==> config.mk <==
export PLATFORM = sky130hd
export DESIGN_NAME = seg_scan_ctrl
export DESIGN_NICKNAME = d
export VERILOG_FILES = /design/src/rtl/seg_scan_pkg.sv /design/src/rtl/seg_scan_timer.sv /design/src/rtl/seg_scan_ctrl.sv
export SDC_FILE = /design/constraint.sdc
export NUM_CORES = 1
export LEC_CHECK = 0
export ABC_AREA = 1
export BUFFER_PORTS_ARGS = -buffer_cell sky130_fd_sc_hd__clkbuf_2
export CELL_PAD_IN_SITES_DETAIL_PLACEMENT = 1
export CELL_PAD_IN_SITES_GLOBAL_PLACEMENT = 1
export CORE_MARGIN = 5
export CORE_UTILIZATION = 40
export DETAILED_ROUTE_END_ITERATION = 10
export PLACE_DENSITY_LB_ADDON = 0.12
export SYNTH_ARGS = -nofsm -noshare
export SYNTH_HDL_FRONTEND = slang
export SYNTH_HIERARCHICAL = 1
export SYNTH_SLANG_ARGS = --single-unit
==> constraint.sdc <==
create_clock -name clk -period 4.2 [get_ports clk]
set_input_delay 0.21 -clock clk [delete_from_list [all_inputs] [get_ports clk]]
set_output_delay 0.21 -clock clk [all_outputs]
set_load 0.01 [all_outputs]
==> src/rtl/seg_scan_pkg.sv <==
// Shared definitions for the seven-segment scan controller.
//   SEG_BLANK : active-low pattern with every segment (and dp) dark
//   SEG_TABLE : active-low {dp,g,f,e,d,c,b,a} patterns for hex digits 0-F,
//               indexed by the digit value (entry 0 is the least significant byte)
//   state_e   : scan FSM states
package seg_scan_pkg;

  localparam logic [7:0] SEG_BLANK = 8'hFF;

  localparam logic [15:0][7:0] SEG_TABLE = {
    8'h8E, 8'h86, 8'hA1, 8'hC6, 8'h83, 8'h88, 8'h90, 8'h80,
    8'hF8, 8'h82, 8'h92, 8'h99, 8'hB0, 8'hA4, 8'hF9, 8'hC0
  };

  typedef enum logic [1:0] {
    IDLE,
    BLANK,
    DRIVE
  } state_e;

endpackage

==> src/rtl/seg_scan_timer.sv <==
// Slot prescaler for the scan controller. Counts 0..PRESCALE-1 inside each
// digit slot and flags the last blank cycle and the last slot cycle.
//   clk        : system clock
//   rst        : synchronous active-high reset
//   clear      : hold the counter at zero (scanning stopped or about to start)
//   blank_done : high on the final cycle of the blanking gap
//   slot_done  : high on the final cycle of the slot
module seg_scan_timer #(
  parameter int PRESCALE     = 50000,
  parameter int BLANK_CYCLES = 16
) (
  input  logic clk,
  input  logic rst,
  input  logic clear,
  output logic blank_done,
  output logic slot_done
);

  localparam int CNT_W = $clog2(PRESCALE);

  logic [CNT_W-1:0] cnt_q;
  logic [CNT_W-1:0] cnt_d;

  assign blank_done = (cnt_q == CNT_W'(BLANK_CYCLES - 1));
  assign slot_done  = (cnt_q == CNT_W'(PRESCALE - 1));

  always_comb begin
    cnt_d = cnt_q + 1'b1;
    if (clear || slot_done) cnt_d = '0;
  end

  // NOTE: sequential state is updated with non-blocking assignments only, so
  // every flop samples the values from before the edge regardless of order.
  always_ff @(posedge clk) begin
    if (rst) cnt_q <= '0;
    else     cnt_q <= cnt_d;
  end

endmodule

==> src/rtl/seg_scan_ctrl.sv <==
// Time-multiplexed scan controller for common-anode seven-segment digits.
// Each digit slot is a blanking gap (all anodes off) followed by the drive
// phase of one digit. New values are staged in a pending register and only
// copied into the display shadow at a frame boundary (entry into the blank
// phase of digit 0), so a frame never mixes old and new digits.
//   clk         : system clock
//   rst         : synchronous active-high reset
//   enable      : scanning enabled; low forces the display dark
//   value       : hex digits, value[3:0] is digit 0 (rightmost)
//   dp_mask     : decimal point per digit, 1 = lit
//   lzb         : leading-zero blanking enable
//   load        : capture value/dp_mask into the pending register
//   load_ack    : pulse when pending data is committed to the shadow
//   seg_n       : active-low segments {dp,g,f,e,d,c,b,a}
//   anode_n     : active-low digit select, at most one low
//   frame_start : pulse on the first cycle of the digit-0 slot
module seg_scan_ctrl
  import seg_scan_pkg::*;
#(
  parameter int NUM_DIGITS   = 4,
  parameter int PRESCALE     = 50000,
  parameter int BLANK_CYCLES = 16
) (
  input  logic                    clk,
  input  logic                    rst,
  input  logic                    enable,
  input  logic [4*NUM_DIGITS-1:0] value,
  input  logic [NUM_DIGITS-1:0]   dp_mask,
  input  logic                    lzb,
  input  logic                    load,
  output logic                    load_ack,
  output logic [7:0]              seg_n,
  output logic [NUM_DIGITS-1:0]   anode_n,
  output logic                    frame_start
);

  localparam int IDX_W = (NUM_DIGITS > 1) ? $clog2(NUM_DIGITS) : 1;
  localparam int VAL_W = 4 * NUM_DIGITS;

  state_e                  state_q, state_d;
  logic [IDX_W-1:0]        idx_q, idx_d;
  logic [VAL_W-1:0]        shadow_val_q, shadow_val_d;
  logic [NUM_DIGITS-1:0]   shadow_dp_q, shadow_dp_d;
  logic [VAL_W-1:0]        pend_val_q, pend_val_d;
  logic [NUM_DIGITS-1:0]   pend_dp_q, pend_dp_d;
  logic                    pend_valid_q, pend_valid_d;
  logic [7:0]              seg_n_q, seg_n_d;
  logic [NUM_DIGITS-1:0]   anode_n_q, anode_n_d;
  logic                    frame_start_q, frame_start_d;
  logic                    load_ack_q, load_ack_d;

  logic                    frame_boundary;
  logic                    commit;
  logic                    lz_blank;
  logic [3:0]              nibble;
  logic                    blank_done;
  logic                    slot_done;

  // Counter restarts from zero on the first blank cycle after IDLE.
  seg_scan_timer #(
    .PRESCALE     (PRESCALE),
    .BLANK_CYCLES (BLANK_CYCLES)
  ) u_timer (
    .clk        (clk),
    .rst        (rst),
    .clear      (!enable || (state_q == IDLE)),
    .blank_done (blank_done),
    .slot_done  (slot_done)
  );

  // NOTE: every signal written here gets a default first, so no path leaves
  // a value unassigned and no latch is inferred.
  always_comb begin
    state_d        = state_q;
    idx_d          = idx_q;
    frame_boundary = 1'b0;

    if (!enable) begin
      state_d = IDLE;
    end else begin
      case (state_q)
        IDLE: begin
          state_d        = BLANK;
          idx_d          = '0;
          frame_boundary = 1'b1;
        end
        BLANK: begin
          if (blank_done) state_d = DRIVE;
        end
        DRIVE: begin
          if (slot_done) begin
            state_d = BLANK;
            if (idx_q == IDX_W'(NUM_DIGITS - 1)) begin
              idx_d          = '0;
              frame_boundary = 1'b1;
            end else begin
              idx_d = idx_q + 1'b1;
            end
          end
        end
        default: state_d = IDLE;
      endcase
    end

    // Commit uses pending as it stood before this edge; a coincident load
    // refills pending and waits for the next frame.
    commit       = frame_boundary && pend_valid_q;
    shadow_val_d = commit ? pend_val_q : shadow_val_q;
    shadow_dp_d  = commit ? pend_dp_q  : shadow_dp_q;
    pend_val_d   = load ? value   : pend_val_q;
    pend_dp_d    = load ? dp_mask : pend_dp_q;
    pend_valid_d = load ? 1'b1 : (commit ? 1'b0 : pend_valid_q);

    frame_start_d = frame_boundary;
    load_ack_d    = commit;

    // DRIVE is never entered on a commit edge, so the current shadow is the
    // one being displayed. A digit is a leading zero when it and every digit
    // above it are zero; digit 0 is always shown.
    nibble   = shadow_val_q[{idx_d, 2'b00} +: 4];
    lz_blank = lzb && (idx_d != '0) && ((shadow_val_q >> {idx_d, 2'b00}) == '0);

    seg_n_d   = SEG_BLANK;
    anode_n_d = '1;
    if (state_d == DRIVE) begin
      anode_n_d = ~(NUM_DIGITS'(1) << idx_d);
      seg_n_d   = lz_blank ? SEG_BLANK : SEG_TABLE[nibble];
      if (shadow_dp_q[idx_d]) seg_n_d[7] = 1'b0;
    end
  end

  // NOTE: shadow and pending are plain registers, not a memory, so they are
  // cleared by reset along with the rest; a reset drops any pending load.
  always_ff @(posedge clk) begin
    if (rst) begin
      state_q       <= IDLE;
      idx_q         <= '0;
      shadow_val_q  <= '0;
      shadow_dp_q   <= '0;
      pend_val_q    <= '0;
      pend_dp_q     <= '0;
      pend_valid_q  <= 1'b0;
      seg_n_q       <= SEG_BLANK;
      anode_n_q     <= '1;
      frame_start_q <= 1'b0;
      load_ack_q    <= 1'b0;
    end else begin
      state_q       <= state_d;
      idx_q         <= idx_d;
      shadow_val_q  <= shadow_val_d;
      shadow_dp_q   <= shadow_dp_d;
      pend_val_q    <= pend_val_d;
      pend_dp_q     <= pend_dp_d;
      pend_valid_q  <= pend_valid_d;
      seg_n_q       <= seg_n_d;
      anode_n_q     <= anode_n_d;
      frame_start_q <= frame_start_d;
      load_ack_q    <= load_ack_d;
    end
  end

  assign seg_n       = seg_n_q;
  assign anode_n     = anode_n_q;
  assign frame_start = frame_start_q;
  assign load_ack    = load_ack_q;

endmodule

Yosys cells after proc, flatten, opt, wreduce, memory -nomap -nowiden:

Memory sizes are Yosys's and may differ from the RTL's.
Cells that the tools add are included.

* add/subtract/negate cells: 2
* magnitude comparators: 2
* equality and inequality tests: 6
* shift-type cells: 3
* multiplexer cells: 19
* bitwise logic cells: 2
* reductions and logical operators: 13

Operators by type and width (number)
* $add 16x1->16 const B: 1
* $eq 16x16->1 const B: 1
* $eq 16x4->1 const B: 1
* $logic_not 16->1: 1
* $mux 8: 2
* $shiftx 16x5->4: 1
* $shr 16x4->16: 1
* $mux 2: 6
* $mux 1: 7
* $eq 2x2->1 const B: 3
* $pmux 2 s3: 1
* $lt 4x5->1 const B: 1
* $not 4->4: 1
* $pmux 2 s2: 1
* $reduce_bool 2->1: 2
* $reduce_or 2->1: 2
* $shl 1x2->4 const A: 1
* $logic_and 1x1->1: 3
* $lt 2x3->1 const B: 1
* $reduce_or 3->1: 1
* $add 2x1->2 const B: 1
* $bmux 1 s2: 1
* $eq 2x1->1 const B: 1
* $logic_not 2->1: 1
* other kinds (4): 5

* register bits after elaboration: 75
* memory bits (read-only): 128
* bits of input ports: 25
* memories kept: 1

Memory list
* (name not given): words 16, width 8, rd ports 1, clocked after Yosys merged registers in 0, wr ports 0, RTL line seg_scan_ctrl.sv:127 `seg_n_d = lz_blank ? SEG_BLANK : SEG_TABLE[nibble];`

Longest topological paths before layout:

Gate-level depths: netlist of the first run.

* depth in word-level cells: 10
* mapped depth: 24

Modules after synthesis:

The synthesis of the first run kept the hierarchy.

By module, submodules not included
* seg_scan_ctrl: instances 1, cells an instance 369, area each 2662.6 µm², seq. area each 1181.1 µm²
* seg_scan_timer: instances 1, cells an instance 131, area each 895.9 µm², seq. area each 320.3 µm²

Worst setup path after synthesis of the first run:

OpenSTA, ideal clock, no wires.

* path kind: reg-to-reg
* from: register u_timer.cnt_q[0]
* to: register seg_n_q[3] (netlist: seg_n[3])
* arrival time: 2558 ps
* required time: 4138 ps
* path slack: 1580 ps
* stages on the path, launching flop included: 22
* path buffers: 1
* period minus slack after synthesis: 2620 ps
* cells stage by stage: dfxtp_1 > ha_1 > nand3_2 > nor2_1 > nand2_2 > inv_1 > nand2_1 > nand2_1 > nand3_4 > nand2_4 > buf_6 > nand2_1 > nand3_1 > nand2_1 > inv_1 > ha_1 > nand2_1 > nor2_1 > nand3_1 > nor2_1 > nand2_2 > nand3_1

* cells in the longest elaborated chain, start to end: 8
* elaborated cells on any way between the ends: 20
* classes of those cells: 3 x eq/ne; 2 x shift; 8 x mux; 1 x bitwise; 5 x reduce/logical; 1 x memory

RTL lines
* from (decl): RTL line seg_scan_timer.sv:21 `logic [CNT_W-1:0] cnt_q;`
* from (signal assigned): RTL line seg_scan_timer.sv:36 `else cnt_q <= cnt_d;`
* $eq 16x16->1 (*): RTL line seg_scan_timer.sv:25 `assign slot_done = (cnt_q == CNT_W'(PRESCALE - 1));`
* via slot_done: RTL line seg_scan_ctrl.sv:57 `logic slot_done;`
* parallel branches: the longest is 7 deep, another holds $mem_v2 16x8
* to (signal assigned): RTL line seg_scan_ctrl.sv:155 `seg_n_q <= seg_n_d;`
* to (decl): RTL line seg_scan_ctrl.sv:47 `logic [7:0] seg_n_q, seg_n_d;`

Mark *: on every way through the listed nets, which the timed path passes. The select of a mux whose other input is x is not followed.
A chain may end at the register's enable or synchronous reset.

Worst setup path in the final report of the first run:

* from: register u_timer.cnt_q[0]
* to: register seg_n_q[0] (netlist: seg_n[0])

The elaborated chain is that of the path after synthesis.

==> impl_metrics.tcl, run 1 <==
set metrics [dict create \
    status "complete, no violations" \
    row_count 34 \
    pin_count 39 \
    clock_latency_ns 0.35 \
    synth_area_leaders "dfxtp_1 42%, nand2_1 16%, nand3_1 6.5%" \
    critical_path.cell_chain "ha_1 -> nand3_2 -> nor2_1 -> nand2_2 -> inv_1 -> nand2_1 -> nand2_1 -> nand3_4 -> nand2_4 -> inv_2 -> nand2_1 -> nand2_1 -> nand2_1 -> nand2_1 -> inv_1 -> ha_1 -> nand2_1 -> nor2_1 -> nand3_1 -> nor2_1 -> nand2_2 -> nand3_1" \
    diodes 0 \
    portBuffers 38 \
    initialDrtViolationCount 60 \
    fillCellCount 1158 \
    synth_top_family_by_area "simple AND/OR/NAND/NOR gates" \
    final_layout_size_suffix_gt1_share_pct 17.10 \
    clkSlewWorstSetupHoldPaths_ns 0.08 \
    synth_fp_nets 532 \
    pwr_density_cell_mw_per_mm2 346.5 \
    synthSimpleGateAreaFrac_pct 35.30 \
    hold_path_class "input pin to flop" \
    grt_max_degree 49 \
    synth.distinct_cells 32 \
    cts_setup_buffers 0 \
    max-vdd-ir-drop_mv 0.1459 \
    die_y_um 104.3 \
    crit_path_frequent_cell "nand2_1" \
    min_period_ns 3.067 \
    die_w_um 104.3 \
    reg2reg_from "u_timer/cnt_q[0]" \
    holdBufCountCts 0 \
    ys_seq_area_share_pct 42.19 \
    final_nets 566 \
    reg2reg_depth 22 \
    netlist_instances 500 \
    start_util_pct 41.00 \
    start_kind "flop" \
    design_area_mm2 0.003985 \
    max_freq_mhz 326.0 \
    clk_path_buf_depth 2 \
    critical_path_class "flop to flop" \
    die_area_mm2 0.01088 \
    dp_cells 631 \
    drtAntennaViolNets 0 \
    whs_ns 0.09192 \
    worstPathArrival_ns 3.35 \
    synthAdderAreaFrac_pct 2.461 \
    slowest_stage "dfxtp_1" \
    rsz0062_at_grt "false" \
    worst_slew_pin_slew_ns 1.024 \
    avgSynthCellArea_um2 7.117 \
    slew_viol_final 0 \
    fin_util_pct 45.92 \
    yosysTopAreaCellShare_pct 42.19 \
    cts-root-buf "clkbuf_8" \
    core_mm2 0.008678 \
    slew_headroom_pct 31.72 \
    finalSetupViolCount 0 \
    h-tree-depth 3 \
    min_from "value[1]" \
    synth_xor_area_share_pct 1.231 \
    holdPathEnd "pend_val_q[1]" \
    grt_antenna_before_repair 0 \
    ys_ff_latch 75 \
    muxShareOfSynthArea_pct 0 \
    fin_tns_setup_ns 0 \
    place_area_mm2 0.003802 \
    cp.required_ns 4.48 \
    wl_per_cell_um 13.55 \
    vias 3206 \
    gp_congestion 0.8505 \
    syn_to_final_growth_pct 11.99 \
    firstDrtPassIters 4 \
    cpPeakStageDelay_ns 0.38 \
    r2r_slack_ns 1.13 \
    ys_warn_count 6 \
    routed_wl_um 8755 \
    crit_path_end_kind "flop" \
    cts-buffers-inserted 9 \
    min_path_cells 3 \
    ctsResizeCount 0 \
    regToRegEndpoint "seg_n[0]" \
    grt_pass1_vias 3257 \
    yosysTopAreaCell "dfxtp_1" \
    fin_total_pwr_mw 1.381 \
    clock-sinks 75 \
    dp_hpwl_um 6440 \
    drc_errors 0 \
    instances_no_fill 646 \
    place_ws_ns 1.155 \
    via_per_inst 4.963 \
    grt_pass1_wl_um 15070 \
    timing.final.crit_share_pct 73.02 \
    synth.cell_area_mm2 0.003558 \
    leakage_nw 1.691 \
    setup_slack_ns 1.133 \
    path_max_fanout 17 \
    hold_viol 0 \
    drv_cap 0 \
    track_usage_pct 16.45 \
    synth_compound_area_share_pct 10.16 \
    cts_tree "yes" \
    grt-ovfl-total 0 \
    fin_skew_ns 0.01503 \
]
-- layout by cell type (no fill, tap or decap), types with 2 or more instances in the layout --
master / n
a211oi_1: 13
a21oi_1: 39
buf_4: 2
clkbuf_2: 38
clkbuf_8: 9
clkinv_2: 2
clkinvlp_4: 2
dfxtp_1: 75
ha_1: 7
inv_1: 49
inv_2: 4
inv_4: 2
nand2_1: 149
nand2_2: 5
nand2_4: 6
nand3_1: 46
nand3_2: 4
nand4_1: 6
nor2_1: 43
nor2_2: 12
nor3_1: 2
o21ai_0: 8
or2_2: 2
xnor2_1: 2
xor2_1: 3
-- critical path: cells and delay by family (launching register included) --
kind	cells	cell delay, ns
simple gates	17	1.80
fa+ha+maj	2	0.41
buf+inv	3	0.41
flops	1	0.38
-- logic make-up after synthesis --
group                      Yosys count
and+or+nand+nor                    278
DFF                                 75
buffers and inverters               72
AOI/OAI and AO/OA                   63
adders and majority gates            7
xor gates and xnor gates             5
-- how the worst max path moves through the flow --
stage | startpoint | to | slack [ns] | cells after the start
3_3_place_gp | u_timer/cnt_q[0] | seg_n[6] | 1.32 | 22
6_report | u_timer/cnt_q[0] | seg_n[0] | 1.13 | 22
5_1_grt | u_timer/cnt_q[0] | seg_n[1] | 0.73 | 22
2_1_floorplan | u_timer/cnt_q[0] | seg_n[3] | 1.58 | 21
4_1_cts | u_timer/cnt_q[0] | seg_n[0] | 1.11 | 22
3_5_place_dp | u_timer/cnt_q[0] | seg_n[3] | 1.16 | 22
-- where the power goes --
part | internal, mW | switching, mW
logic | 0.0357 | 0.0643
registers | 0.735 | 0.0112
clock network | 0.269 | 0.266
-- registers in the layout, summed over array words and instances, names as in the netlist --
| signal | flops |
|---|---|
| u_timer/cnt_q | 16 |
| frame_start | 1 |
| pend_dp_q | 4 |
| seg_n | 8 |
| shadow_val_q | 16 |
| pend_val_q | 16 |
| state_q | 2 |
| load_ack | 1 |
| pend_valid_q | 1 |
| shadow_dp_q | 4 |
| idx_q | 2 |
| anode_n | 4 |
-- synth_stat cells --
cell type  number
nor3_1          2
nand3_2         4
inv_4           2
nand3_4         1
nand4_1         6
nor4_1          1
buf_4           1
nand2_1       149
nor2_1         43
a21oi_2         1
ha_1            7
inv_1          49
nand2_2         5
nand2_4         6
xor2_1          3
clkbuf_1        7
buf_12          1
xnor2_1         2
buf_1           3
a211oi_1       13
buf_2           4
dfxtp_1        75
nor2_2         12
inv_2           4
a21oi_1        39
a2111oi_2       1
or2_2           2
nand3_1        46
nand3b_1        1
o21ai_1         1
o21ai_0         8
buf_6           1
-- metal layers --
| metal | global-route usage (%) | share of wire (%) | vias to the layer above | routed length, um |
|---|---|---|---|---|
| met4 | 6.475 | 1.9 | 0 | 169 |
| met3 | 2.917 | 3.2 | 16 | 276 |
| met2 | 27.06 | 47 | 46 | 4135 |
| met1 | 21.28 | 48 | 1478 | 4174 |
| li1 | - | - | 1666 | - |
| met5 | 0 | 0 | - | 0 |
-- cell type report --
class                      instances  area [um^2]  area share, %
tap                              108        135.1          3.391
clock inverter                     5        55.05          1.381
multi-input combinational        353         1749          43.89
timing repair buffer              40        205.2          5.149
clock buffer                      10        127.6          3.203
inverter                          55        211.5          5.306
sequential                        75         1501          37.68
(Power assumes the default switching activity.)
==> inputs of run 2 (changes only) <==
==> constraint.sdc (replaced) <==
create_clock -name clk -period 2.9 [get_ports clk]
set_input_delay 0.145 -clock clk [delete_from_list [all_inputs] [get_ports clk]]
set_output_delay 0.145 -clock clk [all_outputs]
set_load 0.01 [all_outputs]
==> impl_metrics.tcl, run 2 (synthesis gave the netlist of run 1 again) <==
set metrics [dict create \
    pin_count 39 \
    fin_skew_ns 0.008969 \
    worstPathArrival_ns 2.91 \
    drv_cap 0 \
    cts-root-buf "clkbuf_8" \
    crit_path_end_kind "flop" \
    fin_util_pct 48.13 \
    hold_viol 0 \
    die_w_um 104.3 \
    vias 3309 \
    die_y_um 104.3 \
    cts-buffers-inserted 9 \
    cts_tree "yes" \
    power_frac_seq_pct 51.1 \
    whs_ns 0.02160 \
    worst_slew_pin_slew_ns 0.6176 \
    place_ws_ns -0.05241 \
    setup_slack_ns 0.2790 \
    max_freq_mhz 381.5 \
    combPwrFrac_pct 7.0 \
    dp_cells 637 \
    max-vdd-ir-drop_mv 0.3803 \
    start_kind "flop" \
    final_layout_size_suffix_gt1_share_pct 22.20 \
    cpPeakStageDelay_ns 0.34 \
    final_common_cell "nand2_1" \
    h-tree-depth 3 \
    fin_tns_setup_ns 0 \
    final_cell_mix "148 x nand2_1, 70 x dfxtp_1, 46 x inv_1, 46 x nand3_1, 40 x nor2_1" \
    dp_hpwl_um 6738 \
    crit_path_frequent_cell "nand2_1" \
    track_usage_pct 17.15 \
    path_max_fanout 12 \
    instances_no_fill 662 \
    finalSetupViolCount 0 \
    critical_path_class "flop to flop" \
    place_area_mm2 0.003847 \
    drtAntennaViolNets 0 \
    die_area_mm2 0.01088 \
    portBuffers 38 \
    internal-power_mw 1.619 \
    crit_buf_inv 3 \
    slowest_stage "dfxtp_2" \
    critical_path.cell_chain "ha_2 -> nand3_2 -> nor2_1 -> nand2_2 -> inv_4 -> nand2_1 -> nand2_1 -> nand3_4 -> nand2_8 -> inv_2 -> nand2_1 -> nand2_1 -> nand2_1 -> nand2_1 -> inv_2 -> ha_2 -> nand2_1 -> nor2_1 -> nand3_1 -> nor2_2 -> nand2_2 -> nand3_1" \
    grt_pass1_wl_um 15730 \
    clk_path_buf_depth 2 \
    drc_errors 0 \
    slew_headroom_pct 58.78 \
    diodes 0 \
    fin_total_pwr_mw 2.114 \
    wl_per_cell_um 13.78 \
    pwr_density_cell_mw_per_mm2 506.2 \
    initialDrtViolationCount 91 \
    syn_to_final_growth_pct 17.37 \
    via_per_inst 4.998 \
    routed_wl_um 9125 \
    clkSlewWorstSetupHoldPaths_ns 0.08 \
    swShare_pct 23.44 \
    slew_viol_final 0 \
    firstDrtPassIters 4 \
    p_clk_share_pct 41.9 \
    grt_pass1_vias 3397 \
    grt_antenna_before_repair 0 \
    critPathTopFamily "simple AND/OR/NAND/NOR gates" \
    row_count 34 \
    start_util_pct 41.00 \
    min_period_ns 2.621 \
    core_mm2 0.008678 \
    grt_max_degree 48 \
    final_nets 583 \
    cp.required_ns 3.18 \
    largest_registers "pend_val_q x16, shadow_val_q x16, u_timer/cnt_q x16" \
    clock_latency_ns 0.34 \
    leakage_nw 1.790 \
    fillCellCount 1119 \
    holdBufCountCts 0 \
    grt-ovfl-total 0 \
    timing.final.crit_share_pct 90.38 \
    clock-sinks 75 \
    design_area_mm2 0.004177 \
    hold_path_class "input pin to flop" \
    status "complete, no violations" \
    p_switching_mw 0.4957 \
    gp_congestion 0.8541 \
]
-- run 2: changes by cell type in the layout (fill, tap and decap cells not counted), moves of 3 or more --
cell	before	now
dfxtp_1	75	70
nor2_2	12	15
buf_4	2	19
inv_1	49	46
nor2_1	43	40
dfxtp_2	0	5
-- run 2: final timing paths --
check	startpoint	to	slack, ns	cells past startpoint
max	u_timer/cnt_q[1]	seg_n[0]	0.28	22
min	dp_mask[0]	pend_dp_q[0]	0.02	3
max reg2reg	u_timer/cnt_q[1]	seg_n[0]	0.28	22
min reg2reg	pend_val_q[11]	pend_val_q[11]	0.46	2
-- run 2: metal layers --
| metal | wire (um) | GRT usage, % | vias to the layer above |
|---|---|---|---|
| met4 | 115 | 6.290 | 0 |
| met2 | 4602 | 29.73 | 42 |
| met3 | 277 | 3.042 | 9 |
| met1 | 4131 | 21.08 | 1564 |
| li1 | - | - | 1694 |
| met5 | 0 | 0 | - |
-- run 2: final cells by class --
class,instances,area (um^2),share of cell area (%)
inverter,55,214.0,5.123
multi-input combinational,353,1773,42.45
sequential,75,1508,36.10
clock buffer,10,137.6,3.295
tap,108,135.1,3.235
clock inverter,4,76.32,1.827
timing repair buffer,57,332.8,7.969
-- run 2: timing repair --
| item | in CTS | in global routing |
|---|---|---|
| gates cloned | 0 | 0 |
| pin swaps | 0 | 3 |
| resized for setup | 1 | 15 |
| setup buffers | 0 | 11 |
| endpoints found under the setup margin | 7 | 7 |
-- run 2: worst register-to-register path: stages (launching register included) --
cell and delay, ns:
dfxtp_2 0.34, ha_2 0.19, nand3_2 0.08, nor2_1 0.14, nand2_2 0.10, inv_4 0.10, nand2_1 0.06, nand2_1 0.10
nand3_4 0.13, nand2_8 0.14, inv_2 0.04, nand2_1 0.06, nand2_1 0.07, nand2_1 0.07, nand2_1 0.07, inv_2 0.08
ha_2 0.20, nand2_1 0.06, nor2_1 0.10, nand3_1 0.09, nor2_2 0.14, nand2_2 0.11, nand3_1 0.10
-- run 2: power groups by stage --
stage / Combinational [mW] / Sequential, mW / Clock [mW]
after floorplan: 0.0978 / 1.10 / 0
after global routing: 0.170 / 1.08 / 0.955
final: 0.148 / 1.08 / 0.887
after detailed placement: 0.148 / 1.10 / 0
after global placement: 0.145 / 1.10 / 0
after CTS: 0.149 / 1.08 / 0.911
